[config.mk]
export PLATFORM = sky130hd
export DESIGN_NAME = pipe_stall_ctrl_flat
export DESIGN_NICKNAME = d
export VERILOG_FILES = /design/src/rtl/pipe_stall_ctrl_if.sv /design/src/rtl/pipe_stall_ctrl.sv /design/src/flat_wrapper.sv
export SDC_FILE = /design/constraint.sdc
export NUM_CORES = 1
export LEC_CHECK = 0
export CORE_MARGIN = 2
export CORE_UTILIZATION = 37
export DETAILED_ROUTE_END_ITERATION = 8
export GPL_TIMING_DRIVEN = 0
export PLACE_DENSITY = 0.67
export SLEW_MARGIN = 30
export SYNTH_ARGS = -nofsm -noshare
export SYNTH_HDL_FRONTEND = slang
export SYNTH_SLANG_ARGS = --single-unit
[constraint.sdc]
create_clock -name clk -period 3.2 [get_ports clk]
set_input_delay 0.32 -clock clk [delete_from_list [all_inputs] [get_ports clk]]
set_output_delay 0.32 -clock clk [all_outputs]
set_load 0.02 [all_outputs]
[src/rtl/pipe_stall_ctrl_if.sv]
// Stall/flush handshake bundle between the pipeline stages and pipe_stall_ctrl.
// The stall_cnt_o field exists only when STALL_PERF_CNT_EN is defined.
interface pipe_stall_ctrl_if #(
  parameter int CNT_W   = 6,
  parameter int STALL_W = 6
);
  logic               stallreq_id_i;
  logic               stallreq_ex_i;
  logic               mc_start_i;
  logic [CNT_W-1:0]   mc_cycles_i;
  logic               flush_i;
  logic [STALL_W-1:0] stall_o;
  logic               flush_o;
  logic               mc_busy_o;
  logic               mc_done_o;
  logic [CNT_W-1:0]   mc_remain_o;
`ifdef STALL_PERF_CNT_EN
  logic [31:0]        stall_cnt_o;
`endif

  // Pipeline side: raises requests, consumes the stall vector.
  modport master (
`ifdef STALL_PERF_CNT_EN
    input  stall_cnt_o,
`endif
    output stallreq_id_i, stallreq_ex_i, mc_start_i, mc_cycles_i, flush_i,
    input  stall_o, flush_o, mc_busy_o, mc_done_o, mc_remain_o
  );

  // Controller side.
  modport slave (
`ifdef STALL_PERF_CNT_EN
    output stall_cnt_o,
`endif
    input  stallreq_id_i, stallreq_ex_i, mc_start_i, mc_cycles_i, flush_i,
    output stall_o, flush_o, mc_busy_o, mc_done_o, mc_remain_o
  );
endinterface

[src/rtl/pipe_stall_ctrl.sv]
// Central stall/flush sequencer for the 5-stage core, including the multi-cycle
// execute sequencer. Define STALL_PERF_CNT_EN to add the saturating stall counter.
module pipe_stall_ctrl #(
  parameter int CNT_W   = 6,
  parameter int STALL_W = 6
) (
  input logic              clk,
  input logic              rst,
  pipe_stall_ctrl_if.slave bus
);

  typedef enum logic [1:0] {
    IDLE = 2'd0,
    BUSY = 2'd1,
    DONE = 2'd2
  } state_t;

  // Stall masks: bit 0 pc, 1 if, 2 id, 3 ex, 4 mem, 5 wb.
  localparam logic [STALL_W-1:0] STALL_EX = STALL_W'(4'b1111);
  localparam logic [STALL_W-1:0] STALL_ID = STALL_W'(3'b111);

  state_t             state;
  logic [CNT_W-1:0]   cnt;
  logic [CNT_W-1:0]   neff;
  logic               mc_stall;
  logic [STALL_W-1:0] stall_raw;

  always_comb begin
    neff = (bus.mc_cycles_i == '0) ? CNT_W'(1) : bus.mc_cycles_i;
  end

  // NOTE: every always_comb output gets a default first so no path leaves it
  // unassigned, which would otherwise infer a latch.
  always_comb begin
    mc_stall = 1'b0;
    unique case (state)
      IDLE:    mc_stall = bus.mc_start_i & ~bus.flush_i;
      BUSY:    mc_stall = 1'b1;
      default: mc_stall = 1'b0;
    endcase
  end

  always_comb begin
    stall_raw = '0;
    if (bus.flush_i)                        stall_raw = '0;
    else if (mc_stall || bus.stallreq_ex_i) stall_raw = STALL_EX;
    else if (bus.stallreq_id_i)             stall_raw = STALL_ID;
  end

  // Combinational outputs are forced low while reset is held so the pipeline
  // registers never see a stall or flush from an undefined request.
  assign bus.stall_o     = rst ? stall_raw : '0;
  assign bus.flush_o     = rst & bus.flush_i;
  assign bus.mc_busy_o   = rst & mc_stall;
  assign bus.mc_done_o   = rst & (state == DONE) & ~bus.flush_i;
  assign bus.mc_remain_o = (rst && state == BUSY) ? cnt : '0;

  // NOTE: state registers use non-blocking assignments so every flop samples
  // the pre-edge values regardless of statement order.
  always_ff @(posedge clk or negedge rst) begin
    if (!rst) begin
      state <= IDLE;
      cnt   <= '0;
    end else if (bus.flush_i) begin
      state <= IDLE;
      cnt   <= '0;
    end else begin
      unique case (state)
        IDLE: begin
          if (bus.mc_start_i) begin
            if (neff == CNT_W'(1)) begin
              state <= DONE;
              cnt   <= '0;
            end else begin
              state <= BUSY;
              cnt   <= neff - CNT_W'(1);
            end
          end
        end
        BUSY: begin
          // Exit at 1 so the count never wraps through zero.
          if (cnt == CNT_W'(1)) begin
            state <= DONE;
            cnt   <= '0;
          end else begin
            cnt   <= cnt - CNT_W'(1);
          end
        end
        DONE: begin
          state <= IDLE;
          cnt   <= '0;
        end
        default: begin
          state <= IDLE;
          cnt   <= '0;
        end
      endcase
    end
  end

`ifdef STALL_PERF_CNT_EN
  logic [31:0] perf_cnt;

  always_ff @(posedge clk or negedge rst) begin
    if (!rst) begin
      perf_cnt <= '0;
    end else if (bus.stall_o[0] && perf_cnt != 32'hFFFF_FFFF) begin
      perf_cnt <= perf_cnt + 32'd1;
    end
  end

  assign bus.stall_cnt_o = perf_cnt;
`endif

  a_done_single: assert property (@(posedge clk) disable iff (!rst)
    bus.mc_done_o |=> !bus.mc_done_o);

  a_busy_count_nonzero: assert property (@(posedge clk) disable iff (!rst)
    (state == BUSY) |-> (cnt != '0));

endmodule
[src/flat_wrapper.sv]
// flat-port wrapper written by rule: the top's interface ports become plain ports
module pipe_stall_ctrl_flat 
#(
  parameter int CNT_W   = 6,
  parameter int STALL_W = 6
)
  (clk, rst, bus_stallreq_id_i, bus_stallreq_ex_i, bus_mc_start_i, bus_mc_cycles_i, bus_flush_i, bus_stall_o, bus_flush_o, bus_mc_busy_o, bus_mc_done_o, bus_mc_remain_o);
  pipe_stall_ctrl_if #(.CNT_W(CNT_W), .STALL_W(STALL_W)) bus_i ();
  input logic clk;
  input logic rst;
  input wire logic [$bits(bus_i.stallreq_id_i)-1:0] bus_stallreq_id_i;
  input wire logic [$bits(bus_i.stallreq_ex_i)-1:0] bus_stallreq_ex_i;
  input wire logic [$bits(bus_i.mc_start_i)-1:0] bus_mc_start_i;
  input wire logic [$bits(bus_i.mc_cycles_i)-1:0] bus_mc_cycles_i;
  input wire logic [$bits(bus_i.flush_i)-1:0] bus_flush_i;
  output wire logic [$bits(bus_i.stall_o)-1:0] bus_stall_o;
  output wire logic [$bits(bus_i.flush_o)-1:0] bus_flush_o;
  output wire logic [$bits(bus_i.mc_busy_o)-1:0] bus_mc_busy_o;
  output wire logic [$bits(bus_i.mc_done_o)-1:0] bus_mc_done_o;
  output wire logic [$bits(bus_i.mc_remain_o)-1:0] bus_mc_remain_o;
  assign bus_i.stallreq_id_i = bus_stallreq_id_i;
  assign bus_i.stallreq_ex_i = bus_stallreq_ex_i;
  assign bus_i.mc_start_i = bus_mc_start_i;
  assign bus_i.mc_cycles_i = bus_mc_cycles_i;
  assign bus_i.flush_i = bus_flush_i;
  assign bus_stall_o = bus_i.stall_o;
  assign bus_flush_o = bus_i.flush_o;
  assign bus_mc_busy_o = bus_i.mc_busy_o;
  assign bus_mc_done_o = bus_i.mc_done_o;
  assign bus_mc_remain_o = bus_i.mc_remain_o;
  pipe_stall_ctrl #(.CNT_W(CNT_W), .STALL_W(STALL_W)) u_core (.clk(clk), .rst(rst), .bus(bus_i));
endmodule
==> qor.csv <==
stage,metric,value,unit
timing,Fin Clk Skew,0.00506,ns
power_and_ir_drop,LEAKAGE,0.451,nW
finish,Final Cell Area,1100,um^2
timing,Fin Setup TNS,0,ns
global_routing,vias in the first global route,744,
clock_network,postcts setup bufs,0,
timing,Final WS setup,0.247,ns
drt,wire length per cell,12.6,um
floorplan,core area,2000,um^2
floorplan,Die ar.,2550,um^2
clock_network,CTS Buf Count,3,
finish,Final nets,141,
logic_synthesis,YS warnings,0,
global_routing,initial antenna violation count,0,
drt,routed wire length,1890,um
timing,final-report hold violation count,0,
critical_path,CP Max Fanout,10,
logic_synthesis,Seq cells post-synth,8,
placement,pre-CTS setup slack,0.185,ns
timing,Final setup violation count,0,
critical_path,CP Capture Type,primary output,
drt,DR vias/cell,5.35,
timing,Achievable Freq,339,MHz
placement,Area after DPL,1080,um^2
global_routing,GRT Util Overall,16.3,%
logic_synthesis,sequential share of the synthesized area,25.0,%
logic_synthesis,gate count of the mapped netlist,95,
global_routing,pin count of the biggest net entering global routing,11,
drt,post-route ant nets,0,
logic_synthesis,mean post-synth cell area,8.43,um^2
global_routing,GR Layer Usage met2,27.6,%
global_routing,met1 global-route usage,21.3,%
global_routing,first-pass GRT wire length,3240,um
clock_network,TritonCTS Sinks,8,
critical_path,R2R cell count,6,
power_and_ir_drop,Pwr Density,360,nW/um^2
floorplan,IO Count,27,
drt,vias,802,
critical_path,Worst EP arrival,2.63,ns
global_routing,GR Layer Usage met3,0.893,%
logic_synthesis,synth unique cells,37,
timing,RSZ-0062 raised after global routing,no,
placement,I/O Buffers,24,
clock_network,CTS tree,done,
logic_synthesis,top post-synthesis cells by area,"dfrtp_1 (25%), ha_1 (6.3%), nor3_1 (6.3%)",
logic_synthesis,cell taking the most area after synthesis,dfrtp_1,
clock_network,clock latency on the worst-skew pair,0.25,ns
placement,DP HPWL,1520,um
floorplan,starting density of the core,40.0,%
clock_network,cts hold-fix bufs,0,
clock_network,Bufs on Longest Clock Path,2,
clock_network,root buffer cell,clkbuf_4,
outcome,status,"finished, final reports clean",
global_routing,Top Usage Layer GRT,met2,
power_and_ir_drop,Peak VDD IR,0.166,mV
logic_synthesis,Yosys top cell area share,25.0,%
clock_network,cts repair resizes,0,
global_routing,GRT Residual Overflow,0,
floorplan,Die W,50.5,um
finish,share of cells above drive strength 1,13.8,%
timing,worst slew pin tran,0.628,ns
min_path,Hold Crit Class,input port to asynchronous set/reset pin,
finish,"Area growth, synth to finish",37.5,%
floorplan,row count,16,
drt,DRT Pass-1 Iters,4,
power_and_ir_drop,total power,396,uW
drt,Remaining DRCs,0,
job,max_cap viols,0,
clock_network,clock slew at the register clock pins of the worst setup and hold paths,0.06,ns
critical_path,Startpoint Class,input port,
floorplan,die span in y,50.5,um
critical_path,CP required,2.88,ns
timing,Tcrit/Tclk final,92.3,%
logic_synthesis,Post-Syn Area,801,um^2
timing,worst hold slack,0.365,ns
timing,Max Slew Vio Count,0,
finish,antenna cell count,0,
clock_network,H-tree depth,1,
timing,Max-slew headroom,57.8,%
placement,Placer Congestion,0.843,
critical_path,Setup Crit Path Kind,input port to primary output,
drt,DR iter-0 viols,22,
timing,Final min period,2.95,ns
-- cells in the mapped netlist --
cell	n
mux2i_1	1
nor3_1	10
ha_1	4
o22ai_1	4
a21o_1	1
nand2_1	2
a32oi_1	2
xor2_1	3
dfrtp_1	8
a21oi_4	1
o31ai_1	1
o21ai_1	2
nand2b_1	1
o21a_1	1
o22ai_2	1
inv_1	11
a22oi_2	1
buf_6	1
nor4_2	1
a311oi_4	1
nor4b_1	1
conb_1	1
a21boi_0	2
nor4_1	1
a22oi_1	1
clkinv_1	1
nor4_4	1
nor2_2	1
buf_4	5
a21oi_1	4
a31oi_1	4
nand2b_4	1
o21bai_1	1
nand3_1	1
nor3b_1	2
o41ai_1	1
nor2_1	10
-- worst max-delay path, cell delays in order --
cell and delay (ns):
clkdlybuf4s50_1 0.72, clkinv_1 0.39, nor2_1 0.22, o21a_1 0.16, a21o_1 0.12, buf_4 0.11
clkdlybuf4s50_1 0.60
-- sequential cells by signal (all words and copies together), names as in the netlist --
| signal | cells |
|---|---|
| u_core.state | 2 |
| u_core.cnt | 6 |
-- cells by family after synthesis --
kind of cell               share of synthesized area [%]
adders and majority gates                           6.25
and+or+nand+nor                                     23.8
AOI/OAI and AO/OA                                   28.3
xor gates and xnor gates                            3.28
DFF                                                 25.0
muxes                                               1.25
buffers and inverters                               11.7
other                                              0.468
-- routing by layer --
layer  share of wire [%]  vias up
met5                   0        -
met4                 1.0        0
met3                 4.4        2
met2                  52       25
met1                  43      374
li1                    -      401
-- area by class of cell --
type / instances / area [um^2]
well taps: 27 / 33.8
repair buffers: 24 / 240
clock buffers: 3 / 22.5
multi-input cells: 70 / 510
fillers: 192 / 901
inverters: 12 / 45.0
plain buffers: 6 / 48.8
flip-flops and latches: 8 / 200
-- per-stage QoR --
stage	instances	util, %
floorplan	96	-
global placement	147	53.9
detailed placement	147	53.9
CTS	150	55.0
global route	150	55.0
finish	150	55.0
-- path summary, 6_finish.rpt --
| check | from | end | slack, ns |
|---|---|---|---|
| min in group clk | u_core.cnt[5] | u_core.cnt[5] | 0.63 |
| worst max-delay path | rst | bus_stall_o[1] | 0.25 |
| max in group asynchronous | rst | u_core.cnt[1] | 2.54 |
| worst min-delay path | rst | u_core.cnt[5] | 0.36 |
| worst min register to register | u_core.cnt[5] | u_core.cnt[5] | 0.63 |
| worst max register to register | u_core.cnt[0] | u_core.cnt[4] | 1.64 |
-- power breakdown --
part | switching, mW | internal (mW)
Sequential | 0.0164 | 0.113
Clock | 0.0343 | 0.0429
Combinational | 0.101 | 0.0887
-- layout by cell type, fill, tap and decap left out, types with 3 or more instances in the layout --
| cell type | synthesis | final |
|---|---|---|
| clkdlybuf4s50_1 | 0 | 24 |
| a21oi_1 | 4 | 4 |
| o22ai_1 | 4 | 4 |
| xor2_1 | 3 | 3 |
| buf_4 | 5 | 5 |
| dfrtp_1 | 8 | 8 |
| ha_1 | 4 | 4 |
| inv_1 | 11 | 11 |
| a31oi_1 | 4 | 4 |
| nor2_1 | 10 | 10 |
| nor3_1 | 10 | 10 |
| clkbuf_4 | 0 | 3 |
Note: power is estimated with default switching activity, not from simulation.
